==> src/rtl/uart_tx_pkg.sv <==
// Shared definitions for the UART transmitter: FSM state encoding,
// oversampling ratio and a helper that sizes the tick counter.
package uart_tx_pkg;

  // s_ticks per bit period (16x oversampling, same tick as uart_rx)
  localparam int OVERSAMPLE = 16;

  typedef enum logic [2:0] {
    ST_IDLE   = 3'd0,
    ST_START  = 3'd1,
    ST_DATA   = 3'd2,
    ST_PARITY = 3'd3,
    ST_STOP   = 3'd4
  } tx_state_e;

  // The tick counter must cover a full bit (16) and a long stop bit (up to 32).
  function automatic int tick_cnt_width(input int sb_tick);
    int w;
    w = $clog2(OVERSAMPLE);
    if ($clog2(sb_tick) > w) w = $clog2(sb_tick);
    return w;
  endfunction

endpackage

==> src/rtl/uart_tx.sv <==
// Serial UART transmitter, 8N1 by default. Pops bytes from a
// first-word-fall-through TX FIFO and shifts them out LSB first, one bit
// per 16 s_ticks. tx, tx_busy and tx_fifo_rd are all registered.
// Optional feature macro: UART_TX_PARITY_EN inserts a parity bit after the
// data bits (sense selected by PARITY_ODD).
module uart_tx
  import uart_tx_pkg::*;
#(
  parameter int DBIT       = 8,   // data bits per frame
  parameter int SB_TICK    = 16,  // s_ticks in the stop bit (16/24/32)
  parameter int PARITY_ODD = 0    // 0 = even, 1 = odd (parity builds only)
) (
  input  logic            clk,
  input  logic            reset,
  input  logic            s_tick,
  input  logic            tx_fifo_empty,
  input  logic [DBIT-1:0] tx_din,
  output logic            tx_fifo_rd,
  output logic            tx_busy,
  output logic            tx
);

  localparam int TICK_W = tick_cnt_width(SB_TICK);
  localparam int BIT_W  = (DBIT > 1) ? $clog2(DBIT) : 1;

  localparam logic [TICK_W-1:0] BIT_LAST  = TICK_W'(OVERSAMPLE - 1);
  localparam logic [TICK_W-1:0] STOP_LAST = TICK_W'(SB_TICK - 1);
  localparam logic [BIT_W-1:0]  DATA_LAST = BIT_W'(DBIT - 1);

  // Reject configurations the frame logic cannot represent.
  if (PARITY_ODD != 0 && PARITY_ODD != 1) begin : g_bad_parity_odd
    $error("uart_tx: PARITY_ODD must be 0 or 1");
  end
  if (SB_TICK < 1 || SB_TICK > 32) begin : g_bad_sb_tick
    $error("uart_tx: SB_TICK must be in 1..32");
  end

  tx_state_e         state, state_next;
  logic [TICK_W-1:0] tick_cnt, tick_next;
  logic [BIT_W-1:0]  bit_cnt, bit_next;
  logic [DBIT-1:0]   shreg, shreg_next;
  logic              tx_next, busy_next, rd_next;
`ifdef UART_TX_PARITY_EN
  logic              parity_bit, parity_next;
`endif

  // State register and registered outputs
  always_ff @(posedge clk) begin
    if (reset) begin
      state      <= ST_IDLE;
      tick_cnt   <= '0;
      bit_cnt    <= '0;
      // NOTE: the shift register is small, so it is reset along with the
      // control state; this keeps every flop deterministic out of reset.
      shreg      <= '0;
      tx         <= 1'b1;
      tx_busy    <= 1'b0;
      tx_fifo_rd <= 1'b0;
`ifdef UART_TX_PARITY_EN
      parity_bit <= 1'b0;
`endif
    end else begin
      // NOTE: non-blocking assignments so every flop samples the values
      // from before this edge, independent of statement order.
      state      <= state_next;
      tick_cnt   <= tick_next;
      bit_cnt    <= bit_next;
      shreg      <= shreg_next;
      tx         <= tx_next;
      tx_busy    <= busy_next;
      tx_fifo_rd <= rd_next;
`ifdef UART_TX_PARITY_EN
      parity_bit <= parity_next;
`endif
    end
  end

  // Next-state, datapath and next-output logic
  always_comb begin
    // NOTE: every signal gets a default first so no path leaves one
    // unassigned, which would otherwise infer a latch.
    state_next  = state;
    tick_next   = tick_cnt;
    bit_next    = bit_cnt;
    shreg_next  = shreg;
    tx_next     = 1'b1;
    busy_next   = (state != ST_IDLE);
    rd_next     = 1'b0;
`ifdef UART_TX_PARITY_EN
    parity_next = parity_bit;
`endif

    unique case (state)
      ST_IDLE: begin
        // Load only on a tick so the frame starts on a tick boundary.
        if (s_tick && !tx_fifo_empty) begin
          rd_next     = 1'b1;
          shreg_next  = tx_din;
          tick_next   = '0;
          bit_next    = '0;
`ifdef UART_TX_PARITY_EN
          parity_next = (^tx_din) ^ (PARITY_ODD != 0);
`endif
          state_next  = ST_START;
        end
      end

      ST_START: begin
        tx_next = 1'b0;
        if (s_tick) begin
          if (tick_cnt == BIT_LAST) begin
            tick_next  = '0;
            bit_next   = '0;
            state_next = ST_DATA;
          end else begin
            tick_next = tick_cnt + TICK_W'(1);
          end
        end
      end

      ST_DATA: begin
        tx_next = shreg[0];
        if (s_tick) begin
          if (tick_cnt == BIT_LAST) begin
            tick_next  = '0;
            shreg_next = shreg >> 1;
            if (bit_cnt == DATA_LAST) begin
`ifdef UART_TX_PARITY_EN
              state_next = ST_PARITY;
`else
              state_next = ST_STOP;
`endif
            end else begin
              bit_next = bit_cnt + BIT_W'(1);
            end
          end else begin
            tick_next = tick_cnt + TICK_W'(1);
          end
        end
      end

`ifdef UART_TX_PARITY_EN
      ST_PARITY: begin
        tx_next = parity_bit;
        if (s_tick) begin
          if (tick_cnt == BIT_LAST) begin
            tick_next  = '0;
            state_next = ST_STOP;
          end else begin
            tick_next = tick_cnt + TICK_W'(1);
          end
        end
      end
`endif

      ST_STOP: begin
        tx_next = 1'b1;
        if (s_tick) begin
          if (tick_cnt == STOP_LAST) begin
            // Drop busy on the clock right after the final stop tick.
            tick_next  = '0;
            busy_next  = 1'b0;
            state_next = ST_IDLE;
          end else begin
            tick_next = tick_cnt + TICK_W'(1);
          end
        end
      end

      default: begin
        busy_next  = 1'b0;
        state_next = ST_IDLE;
      end
    endcase
  end

endmodule

==> config.mk <==
export PLATFORM = sky130hd
export DESIGN_NAME = uart_tx
export DESIGN_NICKNAME = d
export VERILOG_FILES = /design/src/rtl/uart_tx_pkg.sv /design/src/rtl/uart_tx.sv
export SDC_FILE = /design/constraint.sdc
export NUM_CORES = 1
export LEC_CHECK = 0
export ABC_AREA = 1
export CORE_MARGIN = 5
export CORE_UTILIZATION = 55
export CTS_BUF_LIST = sky130_fd_sc_hd__clkbuf_2 sky130_fd_sc_hd__clkbuf_4 sky130_fd_sc_hd__clkbuf_8
export CTS_CLUSTER_SIZE = 12
export DETAILED_ROUTE_END_ITERATION = 10
export GPL_ROUTABILITY_DRIVEN = 0
export PLACE_DENSITY = 0.79
export SETUP_SLACK_MARGIN = 0.1
export SLEW_MARGIN = 20
export SYNTH_ARGS = -nofsm -noshare
export SYNTH_HDL_FRONTEND = slang
export SYNTH_SLANG_ARGS = --single-unit
==> constraint.sdc <==
create_clock -name clk -period 2.2 [get_ports clk]
set_clock_uncertainty 0.05 [all_clocks]
set_input_delay 0.44 -clock clk [delete_from_list [all_inputs] [get_ports clk]]
set_output_delay 0.44 -clock clk [all_outputs]
set_load 0.02 [all_outputs]
; Word-level counts from Yosys, hierarchy flattened
; Index checks and enable logic that the tools add are counted.
[classes]
muxes = 27
n_addsub = 2
n_eq_ne = 15
n_bitwise = 1
n_reduce_logical = 14
[ops]
columns = operator, n
row1 = $mux W3, 12
row2 = $mux W8, 3
row3 = $ne A2 B2 Y1 const B, 9
row4 = $pmux W8 S2, 1
row5 = $mux W4, 3
row6 = $pmux W3 S4, 1
row7 = $pmux W3 S3, 1
row8 = $pmux W4 S2, 1
row9 = $reduce_and A8 Y1, 1
row10 = $reduce_and A7 Y1, 1
row11 = $eq A3 B3 Y1 const B, 2
row12 = $reduce_bool A3 Y1, 2
row13 = $reduce_or A3 Y1, 2
row14 = $add A4 B1 Y4 const B, 1
row15 = $eq A4 B4 Y1 const B, 1
row16 = $pmux W1 S2, 2
row17 = $reduce_and A4 Y1, 1
row18 = $reduce_bool A2 Y1, 2
row19 = $add A3 B1 Y3 const B, 1
row20 = $eq A3 B1 Y1 const B, 1
row21 = $eq A3 B2 Y1 const B, 1
row22 = $logic_not A3 Y1, 1
row23 = $mux W1, 3
row24 = $reduce_and A3 Y1, 1
row25 = other kinds (5), 5
[word_totals]
wordCells = 66
reg_bits = 21
inputBits = 12

; Longest topological paths before layout
[logic_depth]
depth_word = 5
depth_mapped = 10

; Worst setup path before layout
; No wires, ideal clock.
[synth_path]
kind = reg2reg
from = register tick_cnt[0]
to = register state[2]
arrival_ns = 1.302
required_time_ns = 2.035
stages_incl_launch_ff = 9
path_buffers = 0
slack_ns = 0.733
path_cell_list = dfxtp_1 > ha_1 > nand3_1 > nand3_1 > nand2_1 > nor2_4 > nand3_1 > nand2_1 > nor2_1
[synth_via]
elab_chain_len = 3
elab_cells_between_ends = 5
cone_classes = 4 x eq/ne / 1 x reduce/logical
[synth_lines]
columns = item, line_no
row1 = from (decl), uart_tx.sv:39  ; logic [TICK_W-1:0] tick_cnt, tick_next;
row2 = from (signal assigned), uart_tx.sv:66  ; tick_cnt <= tick_next;
row3 = $eq A4 B4 Y1 (*), "uart_tx.sv:111, uart_tx.sv:124, uart_tx.sv:159"
row4 = $ne A2 B2 Y1 (no source line), n/a
row5 = $reduce_and A8 Y1 (no source line) (*), n/a
row6 = to (signal assigned), uart_tx.sv:65  ; state <= state_next;
row7 = to (decl), uart_tx.sv:38  ; tx_state_e state, state_next;
; Every way passes the cells marked *; elsewhere a longest branch is shown, timed or not.
; A chain may end at the register's enable or synchronous reset.

; Final worst setup path
; Ends and elaborated chain as after synthesis.

==> impl_metrics.csv <==
group,metric,value,unit
outcome,status,"complete, no violations",
logic_synthesis,ys_ff_latch,21,
power,p_per_area,1650,nW/um^2
critical_path,cp.arrival,1940,ps
timing,tns,0,ps
place,portBuffers,14,
detailed_routing,vias,1204,
grt,globalRouteOverflowTotal,0,
logic_synthesis,syn-cell-area,1230,sq um
grt,grt_max_degree,16,
timing,relSlewSlack,0.726,
clock_tree,path_clk_slew,130,ps
floorplan,initial_core_util,0.568,
layout,layout_common_cells,"59 x nand2_1, 28 x nand3_1, 21 x dfxtp_1",
logic_synthesis,synth_area_leaders,"dfxtp_1 34%, nand2_1 18%, nand3_1 11%",
floorplan,rows,17,
layout,final_cells,228,
power,ir_worst_vdd,994,uV
critical_path,worst_setup_path_start_kind,"flop",
critical_path,crit_fanout,7,
timing,hold_viol_final,0,
detailed_routing,postRouteAntennaNets,0,
grt,grt_usage,0.189,
timing,setup_viol,0,
place,dp_hpwl,1.91,mm
clock_tree,post_cts_resized,0,
clock_tree,cts_tree,"yes",
logic_synthesis,yosys_warnings,0,
logic_synthesis,synth.largest_area_cell,"dfxtp_1",
timing,slew_violations,0,
critical_path,ff2ff_path_depth,8,
run,drv_cap,0,
floorplan,dieArea,3290,sq um
layout,antennaDiodeCount,0,
logic_synthesis,synth_nets,200,
clock_tree,cts_setup_buffers,0,
grt,grt_pass1_wl,5.00,mm
logic_synthesis,yosysUniqueCellTypes,23,
timing,period_minus_slack,1780,ps
critical_path,endpoint_kind,"flop",
grt,antenna_found_initial,0,
timing,worst_slew_pin_slew,410,ps
critical_path,required,2360,ps
critical_path,critPathKind,"reg2reg",
logic_synthesis,syn_area_per_cell,6.66,sq um
clock_tree,clk_latency,320,ps
logic_synthesis,synth_top_area_share,0.341,
clock_tree,cts_inserted_buffers,3,
layout,final_nets,216,
detailed_routing,wl_per_cell,11.9,um
place,dpl.cell_count,224,
logic_synthesis,seq_area_frac_synth,0.341,
detailed_routing,routed_wl,2.71,mm
detailed_routing,via_per_inst,5.28,
detailed_routing,remaining_drc_errors,0,
worst_hold_path,hold_path_depth,2,
grt,grt_pass1_vias,1197,
clock_tree,h-tree-depth,1,
clock_tree,hold_buffers,0,
layout,utilization,0.655,
layout,drive_above_1_share,0.135,
layout,area_growth,15.3,%
layout,layout_commonest_cell,"nand2_1",
timing,fin_crit_sh,0.809,
floorplan,die_w,57.3,um
worst_hold_path,min_path_type,"reg2reg",
floorplan,io_pins,15,
clock_tree,cts_num_sinks,21,
clock_tree,cts_buffer_depth,2,
detailed_routing,first_pass_iters,4,
timing,rsz0062_at_grt,"false",
timing,max_freq,0.562,GHz
timing,fin_hold_ws,423,ps
clock_tree,root_buffer,"clkbuf_4",
detailed_routing,drtIter0Drc,26,
floorplan,core,2170,sq um
logic_synthesis,synthCells,185,
floorplan,fp.dieH,57.3,um
power,cellLeakagePower,0.000679,uW
==> cell usage after synthesis <==
| cell | number |
|---|---|
| ha_1 | 3 |
| a31oi_1 | 1 |
| clkbuf_1 | 1 |
| or2_2 | 1 |
| nand3_1 | 28 |
| nand3_2 | 3 |
| buf_2 | 2 |
| nand4_1 | 1 |
| inv_1 | 14 |
| a21oi_4 | 1 |
| nand2_1 | 59 |
| nor2_4 | 4 |
| o21ai_0 | 2 |
| nor2_2 | 4 |
| nor3_1 | 1 |
| buf_4 | 1 |
| clkinv_1 | 1 |
| nor2_1 | 11 |
| nand2_2 | 4 |
| nand2_4 | 2 |
| dfxtp_1 | 21 |
| a21oi_1 | 17 |
| inv_2 | 3 |
==> metrics by stage <==
| stage | setup slack [ps] | power [uW] | cell area (sq um) |
|---|---|---|---|
| floorplan | 733 | 1870 | 1230 |
| global placement | 323 | 2080 | 1390 |
| detailed placement | 288 | 2140 | 1390 |
| CTS | 458 | 2350 | 1420 |
| global route | 273 | 2610 | 1420 |
| finish | 421 | 2350 | 1420 |
==> critical path: stages, from the launching register on <==
cell and delay (ps):
dfxtp_1 430, ha_1 230, nand3_1 330, nand3_1 170, nand2_1 100, nor2_4 170, nand3_1 90, nand2_1 70
nor2_1 50
==> state kept, by name, indices dropped and copies added (netlist names) <==
register	cells
shreg	8
tick_cnt	4
bit_cnt	3
state	3
tx	1
tx_busy	1
tx_fifo_rd	1
==> kinds of logic (layout without fill, tap and decap cells) <==
logic type	count (synthesis)	count (layout)	synth area share
simple gates	118	118	0.461
buf+inv	22	37	0.0721
compound gates	21	21	0.0954
flops	21	21	0.341
fa+ha+maj	3	3	0.0305
==> area by class of cell <==
class | count | area [sq um]
Clock buffer | 3 | 22.5
Fill cell | 208 | 748
Timing Repair Buffer | 15 | 148
Multi-Input combinational cell | 142 | 723
Clock inverter | 1 | 5.00
Inverter | 18 | 67.6
Tap cell | 28 | 35.0
Sequential cell | 21 | 420
==> worst paths after layout <==
path         slack [ps]       end         from
max                 420  state[2]  tick_cnt[0]
min                 420  shreg[5]     shreg[5]
max reg2reg         420  state[2]  tick_cnt[0]
min reg2reg         420  shreg[5]     shreg[5]
==> per-layer routing <==
layer / part of all wire / global-route usage
met4: 0.023 / 0.0927
met1: 0.46 / 0.246
met2: 0.48 / 0.305
met5: 0 / 0
met3: 0.038 / 0.0294
==> report_power, final <==
| group | leakage, uW | switching [uW] | internal (uW) |
|---|---|---|---|
| combinational | 0.000489 | 947 | 536 |
| sequential | 0.000172 | 142 | 531 |
| clock | 0.0000177 | 125 | 68.0 |
(Power assumes the default switching activity.)
